### config.mk
export PLATFORM = sky130hd
export DESIGN_NAME = cmd_cfg_mc_flat
export DESIGN_NICKNAME = d
export VERILOG_FILES = /design/src/rtl/cmd_cfg_mc_if.sv /design/src/rtl/cmd_cfg_mc.sv /design/src/flat_wrapper.sv
export SDC_FILE = /design/constraint.sdc
export NUM_CORES = 1
export LEC_CHECK = 0
export ABC_CLOCK_PERIOD_IN_PS = 10500
export BUFFER_PORTS_ARGS = -buffer_cell sky130_fd_sc_hd__buf_2
export CAP_MARGIN = 20
export CORE_MARGIN = 2
export CORE_UTILIZATION = 25
export DETAILED_ROUTE_END_ITERATION = 8
export GPL_ROUTABILITY_DRIVEN = 0
export PLACE_DENSITY_LB_ADDON = 0.05
export SLEW_MARGIN = 30
export SYNTH_ARGS = -nofsm -noshare
export SYNTH_HDL_FRONTEND = slang
export SYNTH_SLANG_ARGS = --single-unit
### constraint.sdc
create_clock -name clk -period 10.5 [get_ports clk]
set_input_delay 2.625 -clock clk [delete_from_list [all_inputs] [get_ports clk]]
set_output_delay 2.625 -clock clk [all_outputs]
set_load 0.01 [all_outputs]
### src/rtl/cmd_cfg_mc_if.sv
`default_nettype none
// cmd_cfg_mc_if (rev 1.0): UART-side command/response handshake bundle for cmd_cfg_mc.
interface cmd_cfg_mc_if;
  logic [15:0] cmd;
  logic        cmd_rdy;
  logic [7:0]  resp;
  logic        send_resp;
  logic        resp_sent;
  logic        cmd_done;

  modport master (output cmd, cmd_rdy, resp_sent, input resp, send_resp, cmd_done);
  modport slave  (input cmd, cmd_rdy, resp_sent, output resp, send_resp, cmd_done);
endinterface
`default_nettype wire

### src/rtl/cmd_cfg_mc.sv
`default_nettype none
// cmd_cfg_mc (rev 1.0): host command decoder, config register file and circular channel dump.
// Optional macro CMD_DUMP_LEN_EN: non-zero cmd[7:0] on a dump limits the byte count.
module cmd_cfg_mc #(
  parameter int unsigned NUM_CH   = 5,
  parameter int unsigned NUM_REGS = 16,
  parameter int unsigned ENTRIES  = 384,
  parameter int unsigned LOG2     = 9,
  parameter logic [7:0]  ACK      = 8'hA5,
  parameter logic [7:0]  NAK      = 8'hEE
) (
  input  logic                  clk,
  input  logic                  clr_cmd_rdy,
  cmd_cfg_mc_if.slave           uart,
  input  logic                  set_capture_done,
  input  logic [LOG2-1:0]       ram_addr,
  input  logic [NUM_CH*8-1:0]   rdata,
  output logic [NUM_REGS*8-1:0] regs,
  output logic [LOG2-1:0]       addr_ptr,
  output logic                  busy
);
  localparam logic [6:0]      C_NUM_REGS = 7'(NUM_REGS);
  localparam logic [2:0]      C_NUM_CH   = 3'(NUM_CH);
  localparam logic [LOG2-1:0] C_LAST     = LOG2'(ENTRIES - 1);
  localparam int unsigned     C_LENW     = (LOG2 + 1 > 8) ? LOG2 + 1 : 8;

  typedef enum logic [2:0] {
    S_IDLE      = 3'd0,
    S_RESP_WAIT = 3'd1,
    S_DUMP_RD   = 3'd2,
    S_DUMP_SEND = 3'd3,
    S_DUMP_WAIT = 3'd4
  } state_t;

  state_t                r_state, w_state;
  logic [NUM_REGS*8-1:0] r_regs, w_regs;
  logic [7:0]            r_resp, w_resp;
  logic                  r_send, w_send;
  logic                  r_done, w_done;
  logic                  r_armed, w_armed;
  logic [LOG2-1:0]       r_addr, w_addr;
  logic [LOG2-1:0]       r_cnt, w_cnt;
  logic [LOG2-1:0]       r_last, w_last;
  logic [LOG2-1:0]       w_len_m1;
  logic [2:0]            r_ch, w_ch;
  logic [7:0]            w_rd_byte, w_ram_byte;
  logic                  w_reg_ok, w_dump_ok;

  always_comb begin
    w_reg_ok  = {1'b0, uart.cmd[13:8]} < C_NUM_REGS;
    w_dump_ok = (uart.cmd[13:11] == 3'd0) && (uart.cmd[10:8] != 3'd0) &&
                (uart.cmd[10:8] <= C_NUM_CH);
    w_rd_byte = 8'h00;
    for (int k = 0; k < NUM_REGS; k++)
      if (uart.cmd[13:8] == 6'(k)) w_rd_byte = r_regs[8*k +: 8];
    w_ram_byte = 8'h00;
    for (int n = 1; n <= NUM_CH; n++)
      if (r_ch == 3'(n)) w_ram_byte = rdata[8*n-8 +: 8];
  end

`ifdef CMD_DUMP_LEN_EN
  logic [C_LENW-1:0] w_req;
  always_comb begin
    w_req = C_LENW'(uart.cmd[7:0]);
    if (w_req == '0 || w_req > C_LENW'(ENTRIES)) w_len_m1 = C_LAST;
    else                                         w_len_m1 = LOG2'(w_req - 1'b1);
  end
`else
  assign w_len_m1 = C_LAST;
`endif

  always_comb begin
    w_state = r_state;
    w_regs  = r_regs;
    w_resp  = r_resp;
    w_send  = 1'b0;
    w_done  = 1'b0;
    w_armed = r_armed | ~uart.cmd_rdy;
    w_addr  = r_addr;
    w_cnt   = r_cnt;
    w_last  = r_last;
    w_ch    = r_ch;
    case (r_state)
      S_IDLE: begin
        // A command still asserted after cmd_done must drop once before it is decoded again.
        if (uart.cmd_rdy && r_armed) begin
          w_armed = 1'b0;
          w_send  = 1'b1;
          w_resp  = NAK;
          w_state = S_RESP_WAIT;
          case (uart.cmd[15:14])
            2'b00: if (w_reg_ok) w_resp = w_rd_byte;
            2'b01: if (w_reg_ok) begin
              w_resp = ACK;
              for (int k = 0; k < NUM_REGS; k++)
                if (uart.cmd[13:8] == 6'(k)) w_regs[8*k +: 8] = uart.cmd[7:0];
            end
            2'b10: if (w_dump_ok) begin
              w_send  = 1'b0;
              w_resp  = r_resp;
              w_state = S_DUMP_RD;
              w_addr  = ram_addr;
              w_cnt   = '0;
              w_last  = w_len_m1;
              w_ch    = uart.cmd[10:8];
            end
            default: ;
          endcase
        end
      end
      S_RESP_WAIT: if (uart.resp_sent) begin
        w_done  = 1'b1;
        w_state = S_IDLE;
      end
      S_DUMP_RD:   w_state = S_DUMP_SEND;
      S_DUMP_SEND: begin
        w_resp  = w_ram_byte;
        w_send  = 1'b1;
        w_state = S_DUMP_WAIT;
      end
      S_DUMP_WAIT: if (uart.resp_sent) begin
        if (r_cnt == r_last) begin
          w_done  = 1'b1;
          w_state = S_IDLE;
        end else begin
          w_cnt   = r_cnt + 1'b1;
          w_addr  = (r_addr == C_LAST) ? '0 : r_addr + 1'b1;
          w_state = S_DUMP_RD;
        end
      end
      default: w_state = S_IDLE;
    endcase
    // Capture-done wins over a same-cycle write to reg 0.
    if (set_capture_done) w_regs[5] = 1'b1;
  end

  always_ff @(posedge clk or posedge clr_cmd_rdy) begin
    if (clr_cmd_rdy) begin
      r_state <= S_IDLE;
      r_regs  <= '0;
      r_resp  <= 8'h00;
      r_send  <= 1'b0;
      r_done  <= 1'b0;
      r_armed <= 1'b1;
      r_addr  <= '0;
      r_cnt   <= '0;
      r_last  <= '0;
      r_ch    <= 3'd0;
    end else begin
      r_state <= w_state;
      r_regs  <= w_regs;
      r_resp  <= w_resp;
      r_send  <= w_send;
      r_done  <= w_done;
      r_armed <= w_armed;
      r_addr  <= w_addr;
      r_cnt   <= w_cnt;
      r_last  <= w_last;
      r_ch    <= w_ch;
    end
  end

  assign uart.resp      = r_resp;
  assign uart.send_resp = r_send;
  assign uart.cmd_done  = r_done;
  assign regs           = r_regs;
  assign addr_ptr       = r_addr;
  assign busy           = (r_state != S_IDLE);
endmodule
`default_nettype wire

### src/flat_wrapper.sv
// flat-port wrapper written by rule: the top's interface ports become plain ports
module cmd_cfg_mc_flat 
#(
  parameter int unsigned NUM_CH   = 5,
  parameter int unsigned NUM_REGS = 16,
  parameter int unsigned ENTRIES  = 384,
  parameter int unsigned LOG2     = 9,
  parameter logic [7:0]  ACK      = 8'hA5,
  parameter logic [7:0]  NAK      = 8'hEE
)
  (clk, clr_cmd_rdy, set_capture_done, ram_addr, rdata, regs, addr_ptr, busy, uart_cmd, uart_cmd_rdy, uart_resp_sent, uart_resp, uart_send_resp, uart_cmd_done);
  cmd_cfg_mc_if uart_i ();
  input  logic clk;
  input  logic clr_cmd_rdy;
  input  logic set_capture_done;
  input  logic [LOG2-1:0] ram_addr;
  input  logic [NUM_CH*8-1:0] rdata;
  output logic [NUM_REGS*8-1:0] regs;
  output logic [LOG2-1:0] addr_ptr;
  output logic busy;
  input wire logic [$bits(uart_i.cmd)-1:0] uart_cmd;
  input wire logic [$bits(uart_i.cmd_rdy)-1:0] uart_cmd_rdy;
  input wire logic [$bits(uart_i.resp_sent)-1:0] uart_resp_sent;
  output wire logic [$bits(uart_i.resp)-1:0] uart_resp;
  output wire logic [$bits(uart_i.send_resp)-1:0] uart_send_resp;
  output wire logic [$bits(uart_i.cmd_done)-1:0] uart_cmd_done;
  assign uart_i.cmd = uart_cmd;
  assign uart_i.cmd_rdy = uart_cmd_rdy;
  assign uart_i.resp_sent = uart_resp_sent;
  assign uart_resp = uart_i.resp;
  assign uart_send_resp = uart_i.send_resp;
  assign uart_cmd_done = uart_i.cmd_done;
  cmd_cfg_mc #(.NUM_CH(NUM_CH), .NUM_REGS(NUM_REGS), .ENTRIES(ENTRIES), .LOG2(LOG2), .ACK(ACK), .NAK(NAK)) u_core (.clk(clk), .clr_cmd_rdy(clr_cmd_rdy), .uart(uart_i), .set_capture_done(set_capture_done), .ram_addr(ram_addr), .rdata(rdata), .regs(regs), .addr_ptr(addr_ptr), .busy(busy));
endmodule
==> results.py <==
metrics = {
    "global_routing": {
        "grt_pass1_wl_um": 50900,
        "grt_overflow_total": 0,
        "antenna_found_initial": 1,
        "grt_start_max_net_pins": 65,
        "grt_use_total_pct": 19.3,
        "first_global_vias": 7346,
    },
    "critical_path": {
        "end_kind": "flip-flop",
        "crit_fanout": 36,
        "regToRegEndpoint": "u_core.regs[29]$_DFFE_PP0P_",
        "rr_worst_depth": 5,
        "reg2reg_from": "u_core.r_state[2]$_DFFE_PP0P_",
        "cp_data_arrival_time_ps": 5230,
        "r2r_setup_slack_ps": 7510,
        "worst-setup-path-type": "input port to flip-flop",
        "max_stage_delay_ps": 620,
        "crit_slowest_cell": "or4_4",
        "start_kind": "input port",
        "required_ps": 10800,
        "crit_chain": "buf_2 > buf_4 > nor3_1 > or4_4 > a21oi_4 > inv_2 > o21ai_0 > a211oi_1",
    },
    "die": {
        "initial_core_util_pct": 25.2,
        "rows": 68,
        "die-area_mm2": 0.0360,
        "die_w_um": 190,
        "pin_count": 218,
        "core-area_mm2": 0.0343,
        "die_y_um": 190,
    },
    "synthesis": {
        "synth_top_family_by_area": "multiplexers",
        "synthFlopType": "dfrtp_1",
        "syn_inst": 756,
        "synthSimpleGateAreaFrac_pct": 12.5,
        "ys_seq_area_share_pct": 47.5,
        "synth_mux_area_share_pct": 23.6,
        "netlist_area_mm2": 0.00864,
        "async_flop_share_pct": 100,
        "synth_edf_count": 0,
        "synthAdderAreaFrac_pct": 0.290,
        "synthXorXnorAreaFrac_pct": 0,
        "synth_compound_area_share_pct": 12.7,
        "synth_warnings": 0,
        "synth_area_per_cell_um2": 11.4,
        "syn-num-nets": 828,
        "synth-seq-cells": 164,
        "synth_cell_type_count": 75,
    },
    "cells_and_area": {
        "final_common_cell": "buf_2",
        "final_cells": 1415,
        "fill_cells": 3616,
        "layout.nets": 1017,
        "area_growth_pct": 24.8,
        "drive_gt1_share_pct": 45.8,
        "fin_util_pct": 31.4,
        "final_cell_mix": "217 x buf_2, 163 x dfrtp_1, 151 x mux2_2, 45 x nand2_1, 29 x nor2_1",
    },
    "power": {
        "combPwrFrac_pct": 12.8,
        "total_leakage_power_uw": 0.00524,
        "clock_power_share_pct": 42.4,
        "p_sw_uw": 461,
        "power_density_mw_per_mm2": 146,
        "swShare_pct": 29.4,
        "vdd_drop_max_mv": 0.110,
        "total_power_uw": 1570,
        "intPower_uw": 1110,
        "pwr-share-seq_pct": 44.7,
    },
    "timing": {
        "post-route-period-util_pct": 46.9,
        "tns_ps": 0,
        "finalHoldViolCount": 0,
        "drv_slew": 0,
        "rsz0062_at_grt": "no",
        "fin_hold_ws_ps": 473,
        "tightest_slew_ps": 893,
        "relSlewSlack_pct": 40.0,
        "fin_crit_ps": 4920,
        "skew_ps": 20.0,
        "finalSetupViolCount": 0,
        "max_clock_freq_mhz": 203,
    },
    "placed_design": {
        "dp_hpwl_um": 25000,
        "port_buffers": 217,
        "placed_cells": 1380,
    },
    "clock_tree": {
        "postCtsSetupRepairBufs": 0,
        "cts_resized": 0,
        "cts.reportedPaths.clkPinSlew_ps": 70,
        "htree_levels": 4,
        "cts_made_buffers": 17,
        "clkLatencyLatePin_ps": 450,
        "clk_path_buf_depth": 2,
        "hold_buffers": 0,
        "cts_tree": "done",
        "clock_sinks": 164,
        "root_buffer": "clkbuf_16",
    },
    "route": {
        "post_drt_wl_per_cell_um": 24.5,
        "wl_um": 34600,
        "firstDrtPassIters": 5,
        "drt_iter0_markers": 412,
        "drcViolationCount": 0,
        "via_per_inst": 5.07,
        "ant_nets": 0,
        "via_count": 7169,
    },
    "hold_path": {
        "hp-class": "flip-flop to flip-flop",
        "hold-path-cell-count": 2,
        "worst_hold_path.endpoint": "u_core.r_armed$_DFF_PP1_",
        "hp-start": "u_core.r_armed$_DFF_PP1_",
    },
    "flow_run": {
        "maxCapViolCount": 0,
    },
    "run_status": {
        "status": "complete, no violations",
    },
}
==> metal layers <==
| metal | wire (µm) | share of wire [%] | track usage (%) |
|---|---|---|---|
| met3 | 1620 | 4.7 | 4.06 |
| met4 | 460 | 1.3 | 4.65 |
| met5 | 0 | 0 | 0 |
| met2 | 16800 | 48 | 31.6 |
| met1 | 15800 | 46 | 25.9 |
==> cell families (layout without fill, tap and decap cells) <==
| family | count (synthesis) | after routing |
|---|---|---|
| AND/OR/NAND/NOR | 194 | 194 |
| multiplexers | 176 | 176 |
| flip-flops | 164 | 164 |
| AO/OA/AOI/OAI | 152 | 152 |
| buffers and inverters | 68 | 270 |
| adder cells (fa/ha/maj) | 2 | 2 |
| other | 0 | 2 |
==> power groups by stage <==
stage | sequential [µW] | clock (µW) | combinational (µW)
after global routing | 708 | 707 | 222
after detailed placement | 716 | 0 | 203
after floorplan | 710 | 0 | 109
final | 703 | 666 | 202
after CTS | 704 | 686 | 204
after global placement | 717 | 0 | 203
==> worst max path at each step <==
stage / start / endpoint / slack, ps / cells past startpoint
global placement: uart_cmd[8] / u_core.r_cnt[5]$_DFFE_PP0P_ / 4850 / 7
CTS: uart_cmd[8] / u_core.uart.resp[5]$_DFFE_PP0P_ / 5610 / 8
floorplan: clr_cmd_rdy / u_core.addr_ptr[0]$_DFFE_PP0P_ / 3440 / 1
global route: uart_cmd[8] / u_core.uart.resp[5]$_DFFE_PP0P_ / 5380 / 8
detailed placement: uart_cmd[8] / u_core.r_cnt[7]$_DFFE_PP0P_ / 5150 / 7
finish: uart_cmd[8] / u_core.uart.resp[5]$_DFFE_PP0P_ / 5580 / 8
==> layout make-up <==
| type | instances | area, µm² | share of cell area, % |
|---|---|---|---|
| sequential | 164 | 4110 | 38.1 |
| clock inverter | 13 | 169 | 1.57 |
| timing repair buffer | 223 | 1140 | 10.6 |
| clock buffer | 19 | 443 | 4.11 |
| multi-input combinational | 524 | 4290 | 39.8 |
| antenna | 2 | 5.00 | 0.0464 |
| inverter | 15 | 61.3 | 0.569 |
| tap | 455 | 569 | 5.28 |
==> state kept, by name (all words and copies together), names as in the netlist <==
signal                 count
u_core.r_state             3
u_core.r_last              1
u_core.regs              128
u_core.r_armed             1
u_core.r_ch                3
u_core.addr_ptr            9
u_core.uart.send_resp      1
u_core.uart.resp           8
u_core.r_cnt               9
u_core.uart.cmd_done       1
==> cells in the mapped netlist (all sizes together) (3+ instances only) <==
cell type  instances  area, µm²
buf               15       87.6
nand2b             8       50.1
and2               4       25.0
a2111oi            5       43.8
a21oi             24        131
mux2i             18        180
o221ai             7       61.3
mux4               7        158
nand3             19       95.1
nand2             45        169
or3                7       43.8
nand3b             6       45.0
mux2             151       1700
nor3              16        100
a32oi              3       26.3
o32ai              3       26.3
or4b               4       40.0
o41ai              3       26.3
a211oi            10       75.1
nor2              32        128
inv               13       48.8
nor4               6       43.8
nand4              8       50.1
a31oi              6       37.5
or2                3       18.8
o2bb2ai            4       35.0
a22oi             11       82.6
a221o              7       70.1
dfrtp            163       4080
o211ai            10       75.1
o22ai              3       18.8
nor2b             16        100
clkbuf            38        143
nor3b              5       42.5
o21ai             28        140
or4                5       41.3
==> through the flow <==
| step | setup slack [ps] | instance area (µm²) |
|---|---|---|
| floorplan | 3440 | 8640 |
| global placement | 4850 | 10100 |
| detailed placement | 5150 | 10100 |
| CTS | 5610 | 10700 |
| global route | 5380 | 10800 |
| finish | 5580 | 10800 |
==> critical path, delay by kind of cell <==
kind / cells / cell delay (ps)
AO/OA/AOI/OAI: 3 / 690
buffers and inverters: 3 / 1100
AND/OR/NAND/NOR: 2 / 760
No activity file was read; power rests on OpenSTA's default activity.
